$ cat config.mk
export PLATFORM = sky130hd
export DESIGN_NAME = l1d_tag_update_ctrl_flat
export DESIGN_NICKNAME = d
export VERILOG_FILES = /design/src/rtl/l1d_tag_update_ctrl_pkg.sv /design/src/rtl/l1d_tag_update_ctrl_if.sv /design/src/rtl/l1d_tag_update_ctrl.sv /design/src/flat_wrapper.sv
export SDC_FILE = /design/constraint.sdc
export NUM_CORES = 1
export LEC_CHECK = 0
export CORE_MARGIN = 2
export CORE_UTILIZATION = 43
export DETAILED_ROUTE_END_ITERATION = 8
export HOLD_SLACK_MARGIN = 0.08
export PLACE_DENSITY = 0.87
export SLEW_MARGIN = 20
export SYNTH_ARGS = -nofsm -noshare
export SYNTH_HDL_FRONTEND = slang
export SYNTH_SLANG_ARGS = --single-unit
$ cat constraint.sdc
create_clock -name clk -period 4.08 [get_ports clk]
set_input_delay 0.408 -clock clk [delete_from_list [all_inputs] [get_ports clk]]
set_output_delay 0.408 -clock clk [all_outputs]
set_load 0.02 [all_outputs]
$ cat src/rtl/l1d_tag_update_ctrl_pkg.sv
// Shared L1D defines: geometry, index/tag types and the L2 response record
// consumed by the tag-update controller.
package l1d_tag_update_ctrl_pkg;

  localparam int L1D_WAYS  = 4;
  localparam int L1D_SETS  = 64;
  localparam int L1D_TAG_W = 20;
  localparam int L1D_SET_W = $clog2(L1D_SETS);
  localparam int L1D_WAY_W = $clog2(L1D_WAYS);

  typedef logic [L1D_SET_W-1:0] l1d_set_idx_t;
  typedef logic [L1D_TAG_W-1:0] l1d_tag_t;
  typedef logic [L1D_WAY_W-1:0] l1d_way_idx_t;

  typedef struct packed {
    logic         is_fill;
    l1d_set_idx_t set;
    l1d_tag_t     tag;
  } l1d_resp_t;

endpackage

$ cat src/rtl/l1d_tag_update_ctrl_if.sv
// Bundle of the L2 response channel, tag-array snoop/LRU/update ports and the
// completion/eviction outputs of the L1D tag-update controller.
interface l1d_tag_update_ctrl_if
  import l1d_tag_update_ctrl_pkg::*;
#(
  parameter int NUM_WAYS = L1D_WAYS,
  parameter int NUM_SETS = L1D_SETS,
  parameter int TAG_W    = L1D_TAG_W
);
  localparam int SET_W = $clog2(NUM_SETS);
  localparam int WAY_W = $clog2(NUM_WAYS);

  // resp_* transfers on a rising edge where resp_valid && resp_ready; the
  // payload must hold while resp_valid is high and ready is low, and ready
  // may depend combinationally on resp_set.
  logic                resp_valid;
  logic                resp_ready;
  logic                resp_is_fill;
  logic [SET_W-1:0]    resp_set;
  logic [TAG_W-1:0]    resp_tag;

  logic                l2i_snoop_en;
  logic [SET_W-1:0]    l2i_snoop_set;
  logic                l2i_dcache_lru_fill_en;
  logic [SET_W-1:0]    l2i_dcache_lru_fill_set;

  logic [NUM_WAYS-1:0] dt_snoop_valid;
  logic [TAG_W-1:0]    dt_snoop_tag [NUM_WAYS];
  logic [WAY_W-1:0]    dt_fill_lru;

  logic [NUM_WAYS-1:0] l2i_dtag_update_en_oh;
  logic [SET_W-1:0]    l2i_dtag_update_set;
  logic [TAG_W-1:0]    l2i_dtag_update_tag;
  logic                l2i_dtag_update_valid;

  logic                done_valid;
  logic [WAY_W-1:0]    done_way;
  logic                done_hit;
  logic                done_is_fill;

  logic                evict_valid;
  logic [TAG_W-1:0]    evict_tag;

  modport slave (
    input  resp_valid, resp_is_fill, resp_set, resp_tag,
    input  dt_snoop_valid, dt_snoop_tag, dt_fill_lru,
    output resp_ready,
    output l2i_snoop_en, l2i_snoop_set, l2i_dcache_lru_fill_en, l2i_dcache_lru_fill_set,
    output l2i_dtag_update_en_oh, l2i_dtag_update_set, l2i_dtag_update_tag, l2i_dtag_update_valid,
    output done_valid, done_way, done_hit, done_is_fill,
    output evict_valid, evict_tag
  );

  modport master (
    output resp_valid, resp_is_fill, resp_set, resp_tag,
    output dt_snoop_valid, dt_snoop_tag, dt_fill_lru,
    input  resp_ready,
    input  l2i_snoop_en, l2i_snoop_set, l2i_dcache_lru_fill_en, l2i_dcache_lru_fill_set,
    input  l2i_dtag_update_en_oh, l2i_dtag_update_set, l2i_dtag_update_tag, l2i_dtag_update_valid,
    input  done_valid, done_way, done_hit, done_is_fill,
    input  evict_valid, evict_tag
  );

endinterface

$ cat src/rtl/l1d_tag_update_ctrl.sv
// Two-stage L1D tag update: snoop + LRU request on acceptance, then hit/victim
// resolution and a single tag write with completion one cycle later.
module l1d_tag_update_ctrl
  import l1d_tag_update_ctrl_pkg::*;
#(
  parameter int NUM_WAYS = L1D_WAYS,
  parameter int NUM_SETS = L1D_SETS,
  parameter int TAG_W    = L1D_TAG_W
) (
  input logic                  clk,
  input logic                  reset_n,
  l1d_tag_update_ctrl_if.slave bus
);

  localparam int SET_W = $clog2(NUM_SETS);

  // The record and index types come from the shared package, so the
  // geometry parameters have to agree with it.
  if (NUM_WAYS != L1D_WAYS || SET_W != L1D_SET_W || TAG_W != L1D_TAG_W) begin : g_geom_check
    $error("l1d_tag_update_ctrl geometry does not match l1d_tag_update_ctrl_pkg");
  end

  function automatic l1d_way_idx_t hit_way_enc(input logic [NUM_WAYS-1:0] hits);
    l1d_way_idx_t way;
    way = '0;
    for (int w = NUM_WAYS - 1; w >= 0; w--) begin
      if (hits[w]) way = l1d_way_idx_t'(w);
    end
    return way;
  endfunction

  logic                accept;
  logic                s1_valid_q, s1_valid_d;
  l1d_resp_t           s1_q, s1_d;
  logic [NUM_WAYS-1:0] hit_vec;
  logic                hit_any;
  l1d_way_idx_t        hit_way;
  l1d_way_idx_t        lru_way;

  // One bubble when the incoming set is the one being written this cycle.
  assign bus.resp_ready = reset_n && !(s1_valid_q && (bus.resp_set == s1_q.set));
  assign accept         = bus.resp_valid && bus.resp_ready;

  assign bus.l2i_snoop_en            = accept;
  assign bus.l2i_snoop_set           = accept ? bus.resp_set : '0;
  assign bus.l2i_dcache_lru_fill_en  = accept && bus.resp_is_fill;
  assign bus.l2i_dcache_lru_fill_set = (accept && bus.resp_is_fill) ? bus.resp_set : '0;

  always_comb begin
    s1_valid_d = accept;
    s1_d       = s1_q;
    if (accept) begin
      s1_d.is_fill = bus.resp_is_fill;
      s1_d.set     = bus.resp_set;
      s1_d.tag     = bus.resp_tag;
    end
  end

  always_ff @(posedge clk or negedge reset_n) begin
    if (!reset_n) begin
      s1_valid_q <= 1'b0;
      s1_q       <= '0;
    end else begin
      s1_valid_q <= s1_valid_d;
      s1_q       <= s1_d;
    end
  end

  always_comb begin
    hit_vec = '0;
    for (int w = 0; w < NUM_WAYS; w++) begin
      hit_vec[w] = bus.dt_snoop_valid[w] && (bus.dt_snoop_tag[w] == s1_q.tag);
    end
  end

  assign hit_any = |hit_vec;
  assign hit_way = hit_way_enc(hit_vec);
  assign lru_way = bus.dt_fill_lru;

  always_comb begin
    bus.l2i_dtag_update_en_oh = '0;
    bus.l2i_dtag_update_set   = '0;
    bus.l2i_dtag_update_tag   = '0;
    bus.l2i_dtag_update_valid = 1'b0;
    bus.done_valid            = 1'b0;
    bus.done_way              = '0;
    bus.done_hit              = 1'b0;
    bus.done_is_fill          = 1'b0;
    bus.evict_valid           = 1'b0;
    bus.evict_tag             = '0;
    if (s1_valid_q) begin
      bus.done_valid          = 1'b1;
      bus.done_is_fill        = s1_q.is_fill;
      bus.l2i_dtag_update_set = s1_q.set;
      bus.l2i_dtag_update_tag = s1_q.tag;
      if (hit_any) begin
        // A fill that hits refreshes the resident way; an invalidate clears it.
        bus.l2i_dtag_update_en_oh = hit_vec;
        bus.l2i_dtag_update_valid = s1_q.is_fill;
        bus.done_way              = hit_way;
        bus.done_hit              = 1'b1;
      end else if (s1_q.is_fill) begin
        bus.l2i_dtag_update_en_oh = {{(NUM_WAYS-1){1'b0}}, 1'b1} << lru_way;
        bus.l2i_dtag_update_valid = 1'b1;
        bus.done_way              = lru_way;
        bus.evict_valid           = bus.dt_snoop_valid[lru_way];
        bus.evict_tag             = bus.dt_snoop_tag[lru_way];
      end
    end
  end

  a_single_hit: assert property (@(posedge clk) disable iff (!reset_n)
    s1_valid_q |-> $onehot0(hit_vec));

  a_en_onehot0: assert property (@(posedge clk) disable iff (!reset_n)
    $onehot0(bus.l2i_dtag_update_en_oh));

endmodule

$ cat src/flat_wrapper.sv
// flat-port wrapper written by rule: the top's interface ports become plain ports
module l1d_tag_update_ctrl_flat import l1d_tag_update_ctrl_pkg::*;
#(
  parameter int NUM_WAYS = L1D_WAYS,
  parameter int NUM_SETS = L1D_SETS,
  parameter int TAG_W    = L1D_TAG_W
)
  (clk, reset_n, bus_resp_valid, bus_resp_is_fill, bus_resp_set, bus_resp_tag, bus_dt_snoop_valid, bus_dt_snoop_tag, bus_dt_fill_lru, bus_resp_ready, bus_l2i_snoop_en, bus_l2i_snoop_set, bus_l2i_dcache_lru_fill_en, bus_l2i_dcache_lru_fill_set, bus_l2i_dtag_update_en_oh, bus_l2i_dtag_update_set, bus_l2i_dtag_update_tag, bus_l2i_dtag_update_valid, bus_done_valid, bus_done_way, bus_done_hit, bus_done_is_fill, bus_evict_valid, bus_evict_tag);
  l1d_tag_update_ctrl_if #(.NUM_WAYS(NUM_WAYS), .NUM_SETS(NUM_SETS), .TAG_W(TAG_W)) bus_i ();
  input logic clk;
  input logic reset_n;
  input wire logic [$bits(bus_i.resp_valid)-1:0] bus_resp_valid;
  input wire logic [$bits(bus_i.resp_is_fill)-1:0] bus_resp_is_fill;
  input wire logic [$bits(bus_i.resp_set)-1:0] bus_resp_set;
  input wire logic [$bits(bus_i.resp_tag)-1:0] bus_resp_tag;
  input wire logic [$bits(bus_i.dt_snoop_valid)-1:0] bus_dt_snoop_valid;
  input wire logic [$bits(bus_i.dt_snoop_tag)-1:0] bus_dt_snoop_tag;
  input wire logic [$bits(bus_i.dt_fill_lru)-1:0] bus_dt_fill_lru;
  output wire logic [$bits(bus_i.resp_ready)-1:0] bus_resp_ready;
  output wire logic [$bits(bus_i.l2i_snoop_en)-1:0] bus_l2i_snoop_en;
  output wire logic [$bits(bus_i.l2i_snoop_set)-1:0] bus_l2i_snoop_set;
  output wire logic [$bits(bus_i.l2i_dcache_lru_fill_en)-1:0] bus_l2i_dcache_lru_fill_en;
  output wire logic [$bits(bus_i.l2i_dcache_lru_fill_set)-1:0] bus_l2i_dcache_lru_fill_set;
  output wire logic [$bits(bus_i.l2i_dtag_update_en_oh)-1:0] bus_l2i_dtag_update_en_oh;
  output wire logic [$bits(bus_i.l2i_dtag_update_set)-1:0] bus_l2i_dtag_update_set;
  output wire logic [$bits(bus_i.l2i_dtag_update_tag)-1:0] bus_l2i_dtag_update_tag;
  output wire logic [$bits(bus_i.l2i_dtag_update_valid)-1:0] bus_l2i_dtag_update_valid;
  output wire logic [$bits(bus_i.done_valid)-1:0] bus_done_valid;
  output wire logic [$bits(bus_i.done_way)-1:0] bus_done_way;
  output wire logic [$bits(bus_i.done_hit)-1:0] bus_done_hit;
  output wire logic [$bits(bus_i.done_is_fill)-1:0] bus_done_is_fill;
  output wire logic [$bits(bus_i.evict_valid)-1:0] bus_evict_valid;
  output wire logic [$bits(bus_i.evict_tag)-1:0] bus_evict_tag;
  assign bus_i.resp_valid = bus_resp_valid;
  assign bus_i.resp_is_fill = bus_resp_is_fill;
  assign bus_i.resp_set = bus_resp_set;
  assign bus_i.resp_tag = bus_resp_tag;
  assign bus_i.dt_snoop_valid = bus_dt_snoop_valid;
  assign bus_i.dt_snoop_tag = {>>{bus_dt_snoop_tag}};
  assign bus_i.dt_fill_lru = bus_dt_fill_lru;
  assign bus_resp_ready = bus_i.resp_ready;
  assign bus_l2i_snoop_en = bus_i.l2i_snoop_en;
  assign bus_l2i_snoop_set = bus_i.l2i_snoop_set;
  assign bus_l2i_dcache_lru_fill_en = bus_i.l2i_dcache_lru_fill_en;
  assign bus_l2i_dcache_lru_fill_set = bus_i.l2i_dcache_lru_fill_set;
  assign bus_l2i_dtag_update_en_oh = bus_i.l2i_dtag_update_en_oh;
  assign bus_l2i_dtag_update_set = bus_i.l2i_dtag_update_set;
  assign bus_l2i_dtag_update_tag = bus_i.l2i_dtag_update_tag;
  assign bus_l2i_dtag_update_valid = bus_i.l2i_dtag_update_valid;
  assign bus_done_valid = bus_i.done_valid;
  assign bus_done_way = bus_i.done_way;
  assign bus_done_hit = bus_i.done_hit;
  assign bus_done_is_fill = bus_i.done_is_fill;
  assign bus_evict_valid = bus_i.evict_valid;
  assign bus_evict_tag = bus_i.evict_tag;
  l1d_tag_update_ctrl #(.NUM_WAYS(NUM_WAYS), .NUM_SETS(NUM_SETS), .TAG_W(TAG_W)) u_core (.clk(clk), .reset_n(reset_n), .bus(bus_i));
endmodule
After elaboration in Yosys (flattened, before gate mapping) --
Cells that the tools add are included. W data, S select, Z words.
Word-level totals: latch bits 0, memories 0, word-level logic and storage cells 55, output and inout bits 72, bits in writable memories 0, input bits 116, bits in read-only memories 0, flip-flop bits (word level) 28
Cells by class: $add $sub $neg 0, shifts and indexed selects 1, divide/modulo/power cells 0, equal/unequal tests 5, reduce and logical (&&, ||, !) cells 10, $lt $le $gt $ge 2, multiply operators 0, multiplexer cells 32, bitwise logic cells 1
Operators with widths (number):
- $mux W20 | 6
- $eq A20 B20 Y1 | 4
- $bmux W20 S2 | 1
- $mux W6 | 3
- $mux W2 | 7
- $mux W4 | 3
- $mux W1 | 11
- $logic_and A1 B1 Y1 | 8
- $eq A6 B6 Y1 | 1
- $reduce_or A4 Y1 | 1
- $shl A1 B2 Y4 const A | 1
- $ge A3 B3 Y1 const B | 1
- $lt A2 B3 Y1 const B | 1
- $not A2 Y3 | 1
- $bmux W1 S2 | 1
- $logic_not A1 Y1 | 1

Depth between registers and ports, before layout --
Gate-level depths: netlist of run 1.
word-level depth 8, depth in mapped cells 9, depth with buffers taken out 7

Worst setup path after synthesis of run 1 --
OpenSTA, ideal clock, no wires.
kind reg-to-output, from register u_core.s1_q[19] (netlist bit), to output port bus_done_hit, cell stages (with the launch flop) 7, arrival time 1.971 ns, setup slack 1.701 ns, path through dfrtp_1 -> buf_4 -> xor2_1 -> nor4_2 -> nand2_1 -> or4_4 -> a41oi_1
On the way: word-level cells in the longest chain between the ends 5
Ends and longest elaborated chain:
- start: declaration | RTL line l1d_tag_update_ctrl.sv:34 | l1d_resp_t s1_q, s1_d;
- start signal: assignment | RTL line l1d_tag_update_ctrl.sv:62 | s1_q <= '0;
- start signal: assignment | RTL line l1d_tag_update_ctrl.sv:65 | s1_q <= s1_d;
- $eq A20 B20 Y1 | RTL line l1d_tag_update_ctrl.sv:72 | hit_vec[w] = bus.dt_snoop_valid[w] && (bus.dt_snoop_tag[w] == s1_q.tag);
- $logic_and A1 B1 Y1 | RTL line l1d_tag_update_ctrl.sv:72
- $reduce_or A4 Y1 (*) | RTL line l1d_tag_update_ctrl.sv:76 | assign hit_any = |hit_vec;
- $mux W1 (*) | RTL line l1d_tag_update_ctrl.sv:96 | if (hit_any) begin
- $mux W1 (*) | RTL line l1d_tag_update_ctrl.sv:91 | if (s1_valid_q) begin
- end: declaration | RTL line flat_wrapper.sv:30 | output wire logic [$bits(bus_i.done_hit)-1:0] bus_done_hit;
Every way passes the cells marked *; elsewhere a longest branch is shown, timed or not.

Worst setup path in the final report of run 1 --
from register u_core.s1_q[3] (netlist bit), to output port bus_evict_tag[17]
On the way: word-level cells in the longest chain between the ends 5
Ends and longest elaborated chain:
- $eq A20 B20 Y1 | RTL line l1d_tag_update_ctrl.sv:72
- $logic_and A1 B1 Y1 | RTL line l1d_tag_update_ctrl.sv:72
- $reduce_or A4 Y1 (*) | RTL line l1d_tag_update_ctrl.sv:76
- $mux W20 (*) | RTL line l1d_tag_update_ctrl.sv:96
- $mux W20 (*) | RTL line l1d_tag_update_ctrl.sv:91
- end: declaration | RTL line flat_wrapper.sv:33 | output wire logic [$bits(bus_i.evict_tag)-1:0] bus_evict_tag;
Marks and branches as above.

==> out/results.md, run 1 <==
* **run status** completed
* **number of nets at the end of the flow** 680
* **number of filler instances in the final layout** 651
* **DIE WIDTH** 93.8 µm
* **Synth Area in Compound Gates** 3.21%
* **wire length of the first global-routing pass** 20100 µm
* **fraction of the mapped netlist area in adder cells** 0%
* **CTS tree** yes
* **WP data required** 3.67 ns
* **combinational family with the most area after synthesis** simple AND/OR/NAND/NOR gates
* **mux share of post-synthesis cell area** 13.7%
* **Post-CTS Repair Setup Buffers** 0
* **startpoint kind of the worst setup timing path** flip-flop
* **clock latency on the worst-skew pair** 0.27 ns
* **clock period minus worst slack** 3.68 ns
* **net count after synthesis** 521
* **DPL Wire Length** 11000 µm
* **capturing point of the worst reg2reg path** u_core.s1_q[19]
* **Max transition margin** 58.0%
* **Lkg Pwr** 2.10 nW
* **number of distinct library cells after synthesis** 33
* **Starting Density** 44.6%
* **overflow left after global routing** 0
* **total number of placement rows** 32
* **Hold Slack** 0.529 ns
* **total die area** 8790 µm²
* **final setup TNS** 0 ns
* **logic depth of the worst register-to-register path** 7
* **fraction of synthesized cell area taken by the top area cell type** 20.2%
* **synthesized area divided by synthesized cell count** 8.55 µm²
* **final std cell area, no fill** 5330 µm²
* **number of DRC markers in iteration 0** 209
* **max-cap check violation count** 0
* **simple-gate share of the synthesized area** 31.8%
* **end point of the critical path** bus_evict_tag[17]
* **# setup viols final** 0
* **Yosys top cell by area** sky130_fd_sc_hd__dfrtp_1
* **Pre-antenna DRT Iters** 5
* **Layout Area Growth over Synthesis** 53.7%
* **Worst-path clk slew** 0.09 ns
* **Total Wirelength** 13200 µm
* **fraction of layout instances using a drive strength above 1** 8.88%
* **Fin. Hold Viols** 0
* **post-layout power** 1.16 mW
* **Met2 Routed Length** 6580 µm
* **ratio of final minimum period to clock period** 90.1%
* **area of the core** 7770 µm²
* **post-cts sizing count** 0
* **final max-slew violation count** 0
* **largest cells by area after synthesis** sky130_fd_sc_hd__dfrtp_1 (20%), sky130_fd_sc_hd__xnor2_1 (14%), sky130_fd_sc_hd__mux4_2 (14%), sky130_fd_sc_hd__nand2_1 (9.6%), sky130_fd_sc_hd__and2_1 (6.0%)
* **commonest cells after routing, fill and taps aside** sky130_fd_sc_hd__clkdlybuf4s50_1 (187), sky130_fd_sc_hd__nand2_1 (89), sky130_fd_sc_hd__xnor2_1 (55)
* **maximum clock frequency** 0.272 GHz
* **cells after synthesis** 405
* **DR vias/cell** 5.59
* **overall via count from detail_route** 3720
* **Port Buffers** 187
* **slew at the pin closest to its max-slew limit** 0.630 ns
* **Overall Global Routing Usage** 29.8%
* **CP Class** reg2out
* **Cell Pwr Density** 219 nW/µm²
* **cts bufs inserted** 3
* **most frequent standard cell in the layout excluding fill and tap cells** sky130_fd_sc_hd__clkdlybuf4s50_1
* **worst path arrival time** 3.27 ns
* **startpoint of the worst-slack reg-to-reg timing path** u_core.s1_valid_q
* **largest clock skew in the final design** 0.00246 ns
* **Remaining DRCs** 0
* **highest routing layer actually used** met4
* **final antenna-violating net count** 0
* **RSZ-0062 raised after global routing** false
* **maximum number of pins on one net before global-route repair** 34
* **metal1 wirelength** 4940 µm
* **post-DR wirelength/cell** 19.8 µm
* **area share of xor/xnor cells in the synthesized design** 23.8%
* **clock sinks** 28
* **total standard cell area after synthesis** 3460 µm²
* **antenna violations before repair** 0
* **Hold Path Class** reg2reg
* **top-level port count** 188
* **area taken by multi-input logic gates** 2510 µm²
* **area taken by flip-flops and latches** 701 µm²
* **flop-to-flop setup slack** 2.12 ns
* **Crit Path Max Fanout** 14
* **endpoint type of the worst setup path** primary output
* **maximum vdd ir drop** 250 µV
* **die outline height** 93.8 µm
* **area post-placement** 5270 µm²
* **Ant. Diodes** 0
* **Detail Route met3 WL** 1190 µm
* **number of warnings printed during yosys synthesis** 0
* **CTS H-tree depth** 1
* **sequential-to-total area share from yosys stat** 20.2%
* **via count of the first global-routing pass** 3831
* **Final GP Congestion** 0.993
* **post-synthesis sequential element count** 28
* **CP startpoint** u_core.s1_q[3]
* **hold-fix buffer count after cts** 0
* **clk buf depth** 2
* **clock root buffer** sky130_fd_sc_hd__clkbuf_8
==> power by group <==
part	internal, mW	switching (mW)
clock network	0.0864	0.0856
registers	0.311	0.0806
logic	0.315	0.285
==> how the worst min path moves through the flow <==
| stage | endpoint | slack (ns) | cells past startpoint | from |
|---|---|---|---|---|
| floorplan | u_core.s1_q[0] | 0.11 | 0 | reset_n |
| global placement | u_core.s1_q[26] | 0.48 | 1 | u_core.s1_q[26] |
| detailed placement | u_core.s1_q[26] | 0.50 | 1 | u_core.s1_q[26] |
| CTS | u_core.s1_q[26] | 0.53 | 1 | u_core.s1_q[26] |
| global route | u_core.s1_q[26] | 0.55 | 1 | u_core.s1_q[26] |
| finish | u_core.s1_q[26] | 0.53 | 1 | u_core.s1_q[26] |
==> through the flow <==
step,utilization (%),worst slack (ns),instances
final,68.6,0.405,665
after floorplan,-,1.70,405
after CTS,68.6,0.445,665
after global placement,67.8,0.531,661
after global routing,68.6,0.288,665
after detailed placement,67.8,0.536,661
==> flip-flops by register name, indices dropped and copies added, names as in the netlist <==
register / flops
u_core.s1_valid_q: 1
u_core.s1_q: 27
==> cells by family (layout without fill, tap and decap cells) <==
kind of cell | after synthesis | count (layout)
flip-flops | 28 | 28
AO/OA/AOI/OAI | 14 | 14
buffers and inverters | 42 | 200
AND/OR/NAND/NOR | 214 | 214
XOR/XNOR | 86 | 86
multiplexers | 21 | 21
==> synthesized netlist by cell type (all sizes together) <==
cell,instances
inv,2
o41a,1
or4,3
xor2,27
nand4,24
and3,8
nor4,10
and4,5
mux4,21
and2,34
nand3,13
nor2,24
o22ai,3
a41oi,1
nand4b,2
o2111a,1
xnor2,59
a21o,7
dfrtp,28
clkbuf,16
nand2,91
o32ai,1
buf,24
==> cell type report <==
class	count	area share (%)
clock buffers	4	1.03
inverters	2	0.141
multi-input cells	335	47.1
flip-flops and latches	28	13.2
well taps	102	2.40
repair buffers	194	36.1
==> routing by layer <==
| metal | track usage [%] | up-vias |
|---|---|---|
| met3 | 5.94 | 42 |
| met1 | 35.4 | 1764 |
| met4 | 10.0 | 0 |
| met2 | 53.5 | 220 |
| met5 | 0 | - |
| li1 | - | 1694 |
==> worst max-delay path: stages, from the launching register on <==
cell and delay [ns]:
sky130_fd_sc_hd__dfrtp_1 0.56, sky130_fd_sc_hd__xnor2_1 0.45, sky130_fd_sc_hd__nand4_1 0.18, sky130_fd_sc_hd__nor4_1 0.33, sky130_fd_sc_hd__nand3_1 0.21, sky130_fd_sc_hd__nand4_1 0.33
sky130_fd_sc_hd__buf_4 0.30, sky130_fd_sc_hd__nor2_1 0.08, sky130_fd_sc_hd__clkdlybuf4s50_1 0.54
Note: power is estimated with default switching activity, not from simulation.
==> inputs of run 2 (changes only) <==
CELL_PAD_IN_SITES_DETAIL_PLACEMENT = 1   (was not set)
CELL_PAD_IN_SITES_GLOBAL_PLACEMENT = 2   (was not set)
CORE_UTILIZATION = 23   (was 43)
PLACE_DENSITY = not set   (was 0.87)
PLACE_DENSITY_LB_ADDON = 0.1   (was not set)
SLEW_MARGIN = 10   (was 20)
==> out/results.md, run 2 (synthesized netlist as in run 1, its figures left out) <==
* **cells traversed along the worst timing path** xor2_1 > nor4_1 > nand4_1 > a41oi_1 > clkdlybuf4s50_1
* **total die area** 16100 µm², +83%
* **commonest cells after routing, fill and taps aside** sky130_fd_sc_hd__clkdlybuf4s50_1 (187), sky130_fd_sc_hd__nand2_1 (89), sky130_fd_sc_hd__xnor2_1 (55)
* **fraction of layout instances using a drive strength above 1** 9.04%, +0.16 points
* **endpoint type of the worst setup path** primary output
* **slew at the pin closest to its max-slew limit** 0.635 ns, +0.00517 ns
* **DIE WIDTH** 127 µm, +35%
* **Pre-antenna DRT Iters** 4, -1
* **final max-slew violation count** 0, unchanged
* **overall via count from detail_route** 3541, -4.8%
* **post-cts sizing count** 0, unchanged
* **area taken by multi-input logic gates** 2510 µm², unchanged
* **clock period minus worst slack** 3.53 ns, -0.148 ns
* **max-cap check violation count** 0, unchanged
* **CP Class** reg2out
* **antenna violations before repair** 0, unchanged
* **overflow left after global routing** 0, unchanged
* **Lkg Pwr** 2.13 nW, +1.3%
* **Worst-path clk slew** 0.07 ns, -0.02 ns
* **via count of the first global-routing pass** 3796, -0.91%
* **maximum number of pins on one net before global-route repair** 29, -15%
* **Port Buffers** 187, unchanged
* **area post-placement** 5380 µm², +2.1%
* **DPL Wire Length** 13300 µm, +21%
* **largest clock skew in the final design** 0.00527 ns, +0.00281 ns
* **clock sinks** 28, unchanged
* **maximum clock frequency** 0.284 GHz, +4.2%
* **post-layout power** 1.29 mW, +11%
* **top-level port count** 188, unchanged
* **number of filler instances in the final layout** 1702, +160%
* **DR vias/cell** 4.73, -15%
* **number of nets at the end of the flow** 681, +0.15%
* **final std cell area, no fill** 5490 µm², +3.0%
* **hold-fix buffer count after cts** 0, unchanged
* **clock latency on the worst-skew pair** 0.26 ns, about the same
* **Cell Pwr Density** 235 nW/µm², +7.6%
* **Hold Path Class** reg2reg
* **delay of the slowest cell on the worst path** 0.66 ns, +0.10 ns
* **total number of placement rows** 44, +38%
* **run status** completed
* **final antenna-violating net count** 0, unchanged
* **ratio of final minimum period to clock period** 86.5%, -3.6 points
* **WP data required** 3.67 ns, about the same
* **Post-Route Utilization** 37.5%, -31 points
* **maximum vdd ir drop** 158 µV, -37%
* **Total Wirelength** 15500 µm, +18%
* **flip-flop count of the largest register after layout** 27, unchanged
* **Starting Density** 23.7%, -21 points
* **Overall Global Routing Usage** 19.1%, -11 points
* **Ant. Diodes** 0, unchanged
* **Max stage delay cell, worst path** sky130_fd_sc_hd__dfrtp_1
* **wire length of the first global-routing pass** 23500 µm, +16%
* **Final GP Congestion** 0.850, -14%
* **most frequent standard cell in the layout excluding fill and tap cells** sky130_fd_sc_hd__clkdlybuf4s50_1
* **kind of cell with the highest combined delay on the critical path** simple AND/OR/NAND/NOR gates
* **final setup TNS** 0 ns, unchanged
* **Remaining DRCs** 0, unchanged
* **clk buf depth** 2, unchanged
* **Post-CTS Repair Setup Buffers** 0, unchanged
* **worst path arrival time** 3.12 ns, -0.15 ns
* **RSZ-0062 raised after global routing** false
* **Max transition margin** 57.3%, -0.73 points
* **area taken by flip-flops and latches** 701 µm², unchanged
* **Fin. Hold Viols** 0, unchanged
* **Crit Path Max Fanout** 6, -8
* **largest register by flop count** u_core.s1_q
* **die outline height** 127 µm, +35%
* **worst path bufs/invs** 1, -1
* **largest registers in the final layout** u_core.s1_q: 27 flops, u_core.s1_valid_q: 1 flops
* **startpoint kind of the worst setup timing path** flip-flop
* **CTS H-tree depth** 1, unchanged
* **number of DRC markers in iteration 0** 128, -39%
* **area of the core** 14600 µm², +89%
* **clock root buffer** sky130_fd_sc_hd__clkbuf_16
* **CTS tree** yes
* **Hold Slack** 0.516 ns, -0.0136 ns
* **# setup viols final** 0, unchanged
* **post-DR wirelength/cell** 20.7 µm, +4.7%
* **Layout Area Growth over Synthesis** 58.3%
* **cts bufs inserted** 3, unchanged
==> run 2: final timing paths <==
| kind | end | from | slack, ns | cells after the start |
|---|---|---|---|---|
| hold / removal | u_core.s1_q[22] | u_core.s1_q[22] | 0.52 | 1 |
| hold reg to reg | u_core.s1_q[22] | u_core.s1_q[22] | 0.52 | 1 |
| min in group asynchronous | u_core.s1_q[24] | reset_n | 0.59 | 2 |
| max in group asynchronous | u_core.s1_q[4] | reset_n | 3.21 | 2 |
| setup reg to reg | u_core.s1_q[12] | u_core.s1_valid_q | 1.85 | 7 |
| setup / recovery | bus_done_hit | u_core.s1_q[3] | 0.55 | 5 |
==> run 2: cell type report <==
type,count,area share [%]
repair buffers,195,35.2
multi-input cells,335,45.8
well taps,184,4.20
inverters,2,0.137
clock inverters,1,0.547
flip-flops and latches,28,12.8
clock buffers,3,1.37
==> run 2: per-layer routing <==
metal | global-route usage [%] | wire length [µm]
met1 | 25.3 | 6820
met2 | 33.4 | 7560
met3 | 3.16 | 934
met4 | 3.43 | 196
met5 | 0 | 0
==> run 2: report_power, final <==
part	total (mW)	leakage, nW	internal [mW]	switching (mW)
Clock	0.289	0.0511	0.195	0.0933
Sequential	0.396	0.347	0.311	0.0847
Combinational	0.606	1.73	0.315	0.291
Total	1.29	2.13	0.822	0.469
==> run 2: through the flow <==
stage / cells / worst slack, ns
after floorplan: 405 / 1.70
after global placement: 744 / 0.651
after detailed placement: 744 / 0.600
after CTS: 748 / 0.586
after global routing: 748 / 0.472
final: 748 / 0.553
==> run 2: worst register-to-register path: stages (launching register included) <==
cell and delay (ns):
sky130_fd_sc_hd__dfrtp_1 0.67, sky130_fd_sc_hd__buf_4 0.30, sky130_fd_sc_hd__nand4_1 0.10, sky130_fd_sc_hd__o41a_1 0.47
sky130_fd_sc_hd__nand2_2 0.14, sky130_fd_sc_hd__buf_4 0.31, sky130_fd_sc_hd__nand2_1 0.11, sky130_fd_sc_hd__nand2_1 0.08
